--- src/rtl/dmem_pkg.sv ---
// Shared types for the data memory with sweep engine: FSM states and sweep opcodes.
package dmem_pkg;

    typedef enum logic [2:0] {
        IDLE,
        FILL,
        SCAN,
        DRAIN,
        DONE
    } state_t;

    localparam logic OP_FILL = 1'b0;
    localparam logic OP_SCAN = 1'b1;

endpackage

--- src/rtl/dmem_ram.sv ---
// Inferred single-port synchronous RAM with selectable read-during-write behaviour.
module dmem_ram #(
    parameter int DATA_W  = 16,
    parameter int ADDR_W  = 8,
    parameter int RDW_NEW = 0
) (
    input  logic              Clk,
    input  logic [ADDR_W-1:0] addr,
    input  logic [DATA_W-1:0] wdata,
    input  logic              we,
    output logic [DATA_W-1:0] q
);

    logic [DATA_W-1:0] mem [2**ADDR_W];

    always_ff @(posedge Clk) begin
        if (we) begin
            mem[addr] <= wdata;
        end
        if ((RDW_NEW != 0) && we) begin
            q <= wdata;
        end else begin
            q <= mem[addr];
        end
    end

endmodule

--- src/rtl/data_memory_sweep.sv ---
// Datapath data memory with a sweep engine that fills every cell or streams every cell out.
module data_memory_sweep
    import dmem_pkg::*;
#(
    parameter int DATA_W  = 16,
    parameter int ADDR_W  = 8,
    parameter int RDW_NEW = 0
) (
    input  logic              Clk,
    input  logic              Reset_n,
    input  logic [ADDR_W-1:0] Addr,
    input  logic [DATA_W-1:0] W_data,
    input  logic              D_wr,
    output logic [DATA_W-1:0] R_data,
    input  logic              Cmd_start,
    input  logic              Cmd_op,
    input  logic [DATA_W-1:0] Fill_data,
    output logic              Busy,
    output logic              Done,
    output logic [ADDR_W-1:0] Scan_addr,
    output logic [DATA_W-1:0] Scan_data,
    output logic              Scan_valid
);

    localparam logic [ADDR_W-1:0] LAST = '1;

    state_t            state, state_nx;
    logic [ADDR_W-1:0] cnt;
    logic [DATA_W-1:0] fill_q;

    logic [ADDR_W-1:0] ram_addr;
    logic [DATA_W-1:0] ram_wdata;
    logic              ram_we;
    logic [DATA_W-1:0] ram_q;

    logic              host_rd;
    logic [DATA_W-1:0] r_hold;
    logic [DATA_W-1:0] scan_hold;
    logic              done_q;

    dmem_ram #(
        .DATA_W (DATA_W),
        .ADDR_W (ADDR_W),
        .RDW_NEW(RDW_NEW)
    ) u_ram (
        .Clk  (Clk),
        .addr (ram_addr),
        .wdata(ram_wdata),
        .we   (ram_we),
        .q    (ram_q)
    );

    always_comb begin
        state_nx  = state;
        ram_addr  = Addr;
        ram_wdata = W_data;
        ram_we    = 1'b0;
        case (state)
            IDLE: begin
                ram_we = D_wr;
                if (Cmd_start) begin
                    state_nx = (Cmd_op == OP_SCAN) ? SCAN : FILL;
                end
            end
            FILL: begin
                ram_addr  = cnt;
                ram_wdata = fill_q;
                ram_we    = 1'b1;
                if (cnt == LAST) begin
                    state_nx = DONE;
                end
            end
            SCAN: begin
                ram_addr = cnt;
                if (cnt == LAST) begin
                    state_nx = DRAIN;
                end
            end
            DRAIN:   state_nx = DONE;
            DONE:    state_nx = IDLE;
            default: state_nx = IDLE;
        endcase
    end

    always_ff @(posedge Clk or negedge Reset_n) begin
        if (!Reset_n) begin
            state <= IDLE;
        end else begin
            state <= state_nx;
        end
    end

    // Counter saturates on all-ones so the last access is never repeated or wrapped.
    always_ff @(posedge Clk or negedge Reset_n) begin
        if (!Reset_n) begin
            cnt    <= '0;
            fill_q <= '0;
        end else if (state == IDLE) begin
            cnt <= '0;
            if (Cmd_start) begin
                fill_q <= Fill_data;
            end
        end else if (((state == FILL) || (state == SCAN)) && (cnt != LAST)) begin
            cnt <= cnt + 1'b1;
        end
    end

    always_ff @(posedge Clk or negedge Reset_n) begin
        if (!Reset_n) begin
            host_rd    <= 1'b0;
            r_hold     <= '0;
            Scan_valid <= 1'b0;
            Scan_addr  <= '0;
            scan_hold  <= '0;
            done_q     <= 1'b0;
        end else begin
            host_rd    <= (state == IDLE);
            r_hold     <= R_data;
            Scan_valid <= (state == SCAN);
            if (state == SCAN) begin
                Scan_addr <= cnt;
            end
            scan_hold  <= Scan_data;
            done_q     <= (state == DONE);
        end
    end

    // The RAM output register is shared; the hold registers keep each consumer's
    // last word while the other side owns the array, and give clean reset values.
    assign R_data    = host_rd ? ram_q : r_hold;
    assign Scan_data = Scan_valid ? ram_q : scan_hold;
    assign Busy      = (state != IDLE);
    assign Done      = done_q;

endmodule

--- config.mk ---
export PLATFORM = sky130hd
export DESIGN_NAME = data_memory_sweep
export DESIGN_NICKNAME = d
export VERILOG_FILES = /design/src/rtl/dmem_pkg.sv /design/src/rtl/dmem_ram.sv /design/src/rtl/data_memory_sweep.sv
export SDC_FILE = /design/constraint.sdc
export NUM_CORES = 2
export LEC_CHECK = 0
export BUFFER_PORTS_ARGS = -buffer_cell sky130_fd_sc_hd__buf_2
export CELL_PAD_IN_SITES_DETAIL_PLACEMENT = 0
export CELL_PAD_IN_SITES_GLOBAL_PLACEMENT = 2
export CORE_ASPECT_RATIO = 1.1
export CORE_MARGIN = 3
export CORE_UTILIZATION = 45
export DETAILED_ROUTE_END_ITERATION = 16
export PLACE_DENSITY = 0.76
export SLEW_MARGIN = 40
export SYNTH_ARGS = -nofsm -noshare
export SYNTH_HDL_FRONTEND = slang
export SYNTH_SLANG_ARGS = --single-unit
export TNS_END_PERCENT = 100
--- constraint.sdc ---
create_clock -name Clk -period 13.5 [get_ports Clk]
set_clock_uncertainty 0.15 [all_clocks]
set_input_delay 2.025 -clock Clk [delete_from_list [all_inputs] [get_ports Clk]]
set_output_delay 2.025 -clock Clk [all_outputs]
set_load 0.02 [all_outputs]
==> impl_metrics.csv <==
group,metric,value,unit
run_status,status,"finished clean",
synthesis,synthFlopType,"edfxtp_1",
clocking,cts_setup_buffers,0,
floorplan,io_pins,88,
worst_setup_path,path_buf_inv,5,
timing,hold_violations,0,
clocking,cts-htree-levels,5,
power_and_ir_drop,power_leakage,64.16,nW
clocking,clock_latency,0.98,ns
route,wirelength,479.5,mm
synthesis,synth.cell_area,162800,um^2
timing,period_minus_slack,6.626,ns
final_layout,final_common_cell,"edfxtp_1",
synthesis,synth-edff-count,4096,
timing,slew_headroom,37.63,%
synthesis,async_flop_share,1.674,%
final_layout,fin_nets,10210,
clocking,cts_buffers,416,
worst_setup_path,arrival,7.33,ns
final_layout,final_cells,15310,
worst_setup_path,worstSetupStartpointType,"flip-flop",
job,maxCapViolations,0,
worst_setup_path,cp-end-kind,"flip-flop",
synthesis,ys_ff_latch,4182,
floorplan,start_util,45.21,%
clocking,cts_buffer_depth,4,
synthesis,synth_cell_type_count,44,
worst_setup_path,reg2reg_setup_slack,6.87,ns
global_routing,grt_usage,25.25,%
final_layout,area_growth,13.91,%
global_routing,antenna_found_initial,27,
placement,place_inst,14500,
worst_setup_path,crit_slowest_cell,"o41ai_1",
global_routing,grt_start_max_net_pins,170,
placement,placed_area,171300,um^2
synthesis,yosysWarnings,0,
worst_setup_path,worst-setup-path-type,"reg2reg",
timing,tightest_slew,0.9234,ns
clocking,clk_pin_slew,0.06,ns
final_layout,layout_common_cells,"4,096 x edfxtp_1, 1,404 x mux2i_1, 702 x o22ai_1",
floorplan,coreArea,360100,um^2
clocking,holdBufCountCts,0,
synthesis,ys_seq_area_share,76.83,%
worst_setup_path,rr_worst_depth,13,
worst_setup_path,reg2reg_to,"u_ram.q[3]$_DFF_P_",
clocking,cts_resized,0,
final_layout,layout-drive-gt1-share,13.17,%
power_and_ir_drop,p_total,0.04019,W
hold_path,whs_path_depth,1,
worst_setup_path,cp.required,14.21,ns
worst_setup_path,max_stage_delay,0.78,ns
placement,portBuffers,87,
route,viasPerCell,6.141,
synthesis,synth_top_family_by_area,"multiplexers",
synthesis,synth_compound_area_share,8.352,%
global_routing,grt_pass1_wl,676.2,mm
route,vias,94020,
placement,place_congestion,0.8093,
placement,dp_hpwl,265.5,mm
synthesis,synthAdderAreaFrac,0.007686,%
timing,rsz0062_at_grt,"false",
floorplan,fp-row-count,231,
power_and_ir_drop,ir_worst_vdd,0.2551,mV
synthesis,synth_nets,9999,
power_and_ir_drop,powerDensity,216.7,nW/um^2
route,route.detailed.drc,0,
synthesis,synthMuxAreaShare,9.131,%
route,dr.pass1.iters,6,
timing,setup_viol,0,
route,initialDrtViolationCount,11350,
synthesis,synth_simple_gate_area_share,3.711,%
floorplan,die_x,579.5,um
floorplan,die_h,636.8,um
timing,tns,0,ns
worst_setup_path,worst-path-max-fanout,84,
synthesis,synth.avg_cell_area,16.36,um^2
worst_setup_path,path_cells,"xor2_2 > a21boi_4 > buf_4 > nor2_4 > buf_12 > buf_16 > buf_12 > buf_16 > mux2i_1 > o22ai_1 > o41ai_1 > a41oi_1 > or4_1",
timing,fmax,150.9,MHz
global_routing,first_global_vias,90560,
final_layout,stdcell_area,185400,um^2
hold_path,min_to,"scan_hold[12]$_DFF_PN0_",
worst_setup_path,critPathTopFamily,"buffers and inverters",
hold_path,hold_class,"reg2reg",
clocking,cts_tree,"built",
synthesis,synthXorXnorAreaFrac,0.04765,%
hold_path,hold_path.startpoint,"scan_hold[12]$_DFF_PN0_",
global_routing,overflow,0,
floorplan,die-area,369000,um^2
route,wl_per_cell,31.32,um
clocking,cts_sinks,4182,
worst_setup_path,r2r_start,"state[0]$_DFFE_PN0P_",
clocking,cts_root_buffer,"clkbuf_16",
timing,finalMaxSlewViolations,0,
timing,period_share,49.08,%
route,ant_nets,0,
synthesis,synthesis.instances,9953,
[cells by family after synthesis]
family	Yosys count
buffers and inverters	762
adders and majority gates	1
muxes	1476
xor gates and xnor gates	8
and+or+nand+nor	1188
AOI/OAI and AO/OA	2336
DFF	4182
[worst max path at each step]
stage                               startpoint                          end  slack [ns]  cells after the start
after global placement                 Addr[0]           u_ram.q[6]$_DFF_P_        5.22                     11
after CTS                 state[0]$_DFFE_PN0P_           u_ram.q[8]$_DFF_P_        6.93                     13
after global routing      state[0]$_DFFE_PN0P_          u_ram.q[11]$_DFF_P_        6.66                     13
final                     state[0]$_DFFE_PN0P_           u_ram.q[3]$_DFF_P_        6.87                     13
after detailed placement               Addr[0]           u_ram.q[8]$_DFF_P_        6.07                     13
after floorplan                        Addr[4]  u_ram.mem[199][0]$_DFFE_PP_        8.80                      6
[worst reg2reg max path: stages (launching register included)]
cell,delay (ns)
dfrtp_1,0.67
xor2_2,0.62
a21boi_4,0.11
buf_4,0.33
nor2_4,0.35
buf_12,0.36
buf_16,0.52
buf_12,0.50
buf_16,0.46
mux2i_1,0.38
o22ai_1,0.12
o41ai_1,0.78
a41oi_1,0.61
or4_1,0.57
[power breakdown]
group / total, W / switching (W) / internal (W)
clock: 0.0116 / 0.00496 / 0.00662
sequential: 0.0158 / 0.000152 / 0.0156
combinational: 0.0128 / 0.00899 / 0.00384
total: 0.0402 / 0.0141 / 0.0261
[sequential cells by signal, summed over array words and instances (netlist names)]
| name | flops |
|---|---|
| u_ram.q | 16 |
| u_ram.mem | 4096 |
| Scan_valid | 1 |
| r_hold | 16 |
| cnt | 8 |
| scan_hold | 16 |
| state | 3 |
| Done | 1 |
| Scan_addr | 8 |
| fill_q | 16 |
| host_rd | 1 |
[cell type report]
| cell class | instances | area, um^2 |
|---|---|---|
| Tap cell | 4776 | 5976 |
| Clock inverter | 273 | 2689 |
| Timing Repair Buffer | 540 | 4748 |
| Fill cell | 29190 | 174700 |
| Antenna cell | 16 | 40.04 |
| Multi-Input combinational cell | 5009 | 35930 |
| Inverter | 10 | 37.54 |
| Sequential cell | 4182 | 125100 |
| Clock buffer | 506 | 10960 |
[stage by stage]
stage | hold slack, ns | util [%] | worst slack (ns)
final | 0.3447 | 51.49 | 6.874
after global placement | 0.3300 | 47.27 | 5.221
after global routing | 0.3589 | 51.49 | 6.659
after floorplan | 0.3250 | - | 8.799
after detailed placement | 0.3338 | 47.56 | 6.068
after CTS | 0.3471 | 51.35 | 6.925
[metal layers]
layer / GRT usage [%] / vias up / share of wire [%]
met5: 0 / - / 0.0067
met4: 6.936 / 4 / 2.7
met3: 4.147 / 582 / 8.2
met2: 40.52 / 4068 / 48
met1: 35.78 / 49030 / 41
li1: - / 40350 / -
[cell usage after synthesis, types with 3 or more instances]
cell / number / area share [%]
a41oi_1: 64 / 0.34
mux2_2: 72 / 0.50
mux2i_1: 1404 / 8.6
o211ai_1: 3 / 0.014
dfrtp_1: 70 / 1.1
nor3_1: 11 / 0.034
xor2_1: 5 / 0.027
nor2_1: 279 / 0.64
or2_2: 3 / 0.012
nand4_1: 4 / 0.015
nor4_1: 3 / 0.012
buf_1: 51 / 0.12
a31oi_1: 3 / 0.012
edfxtp_1: 4096 / 76
buf_2: 156 / 0.48
or3_1: 3 / 0.012
a21oi_1: 652 / 2.0
nand3_1: 646 / 2.0
nand2b_1: 7 / 0.027
buf_6: 4 / 0.028
o31ai_1: 162 / 0.75
nand2_1: 42 / 0.097
o21ai_0: 646 / 2.0
o41ai_1: 95 / 0.51
nand3b_1: 4 / 0.018
or4_1: 177 / 0.82
nor3b_1: 3 / 0.014
dfxtp_1: 16 / 0.20
clkbuf_1: 528 / 1.2
inv_1: 9 / 0.021
buf_4: 13 / 0.060
o22ai_1: 705 / 2.7
Note: power is estimated with default switching activity, not from simulation.
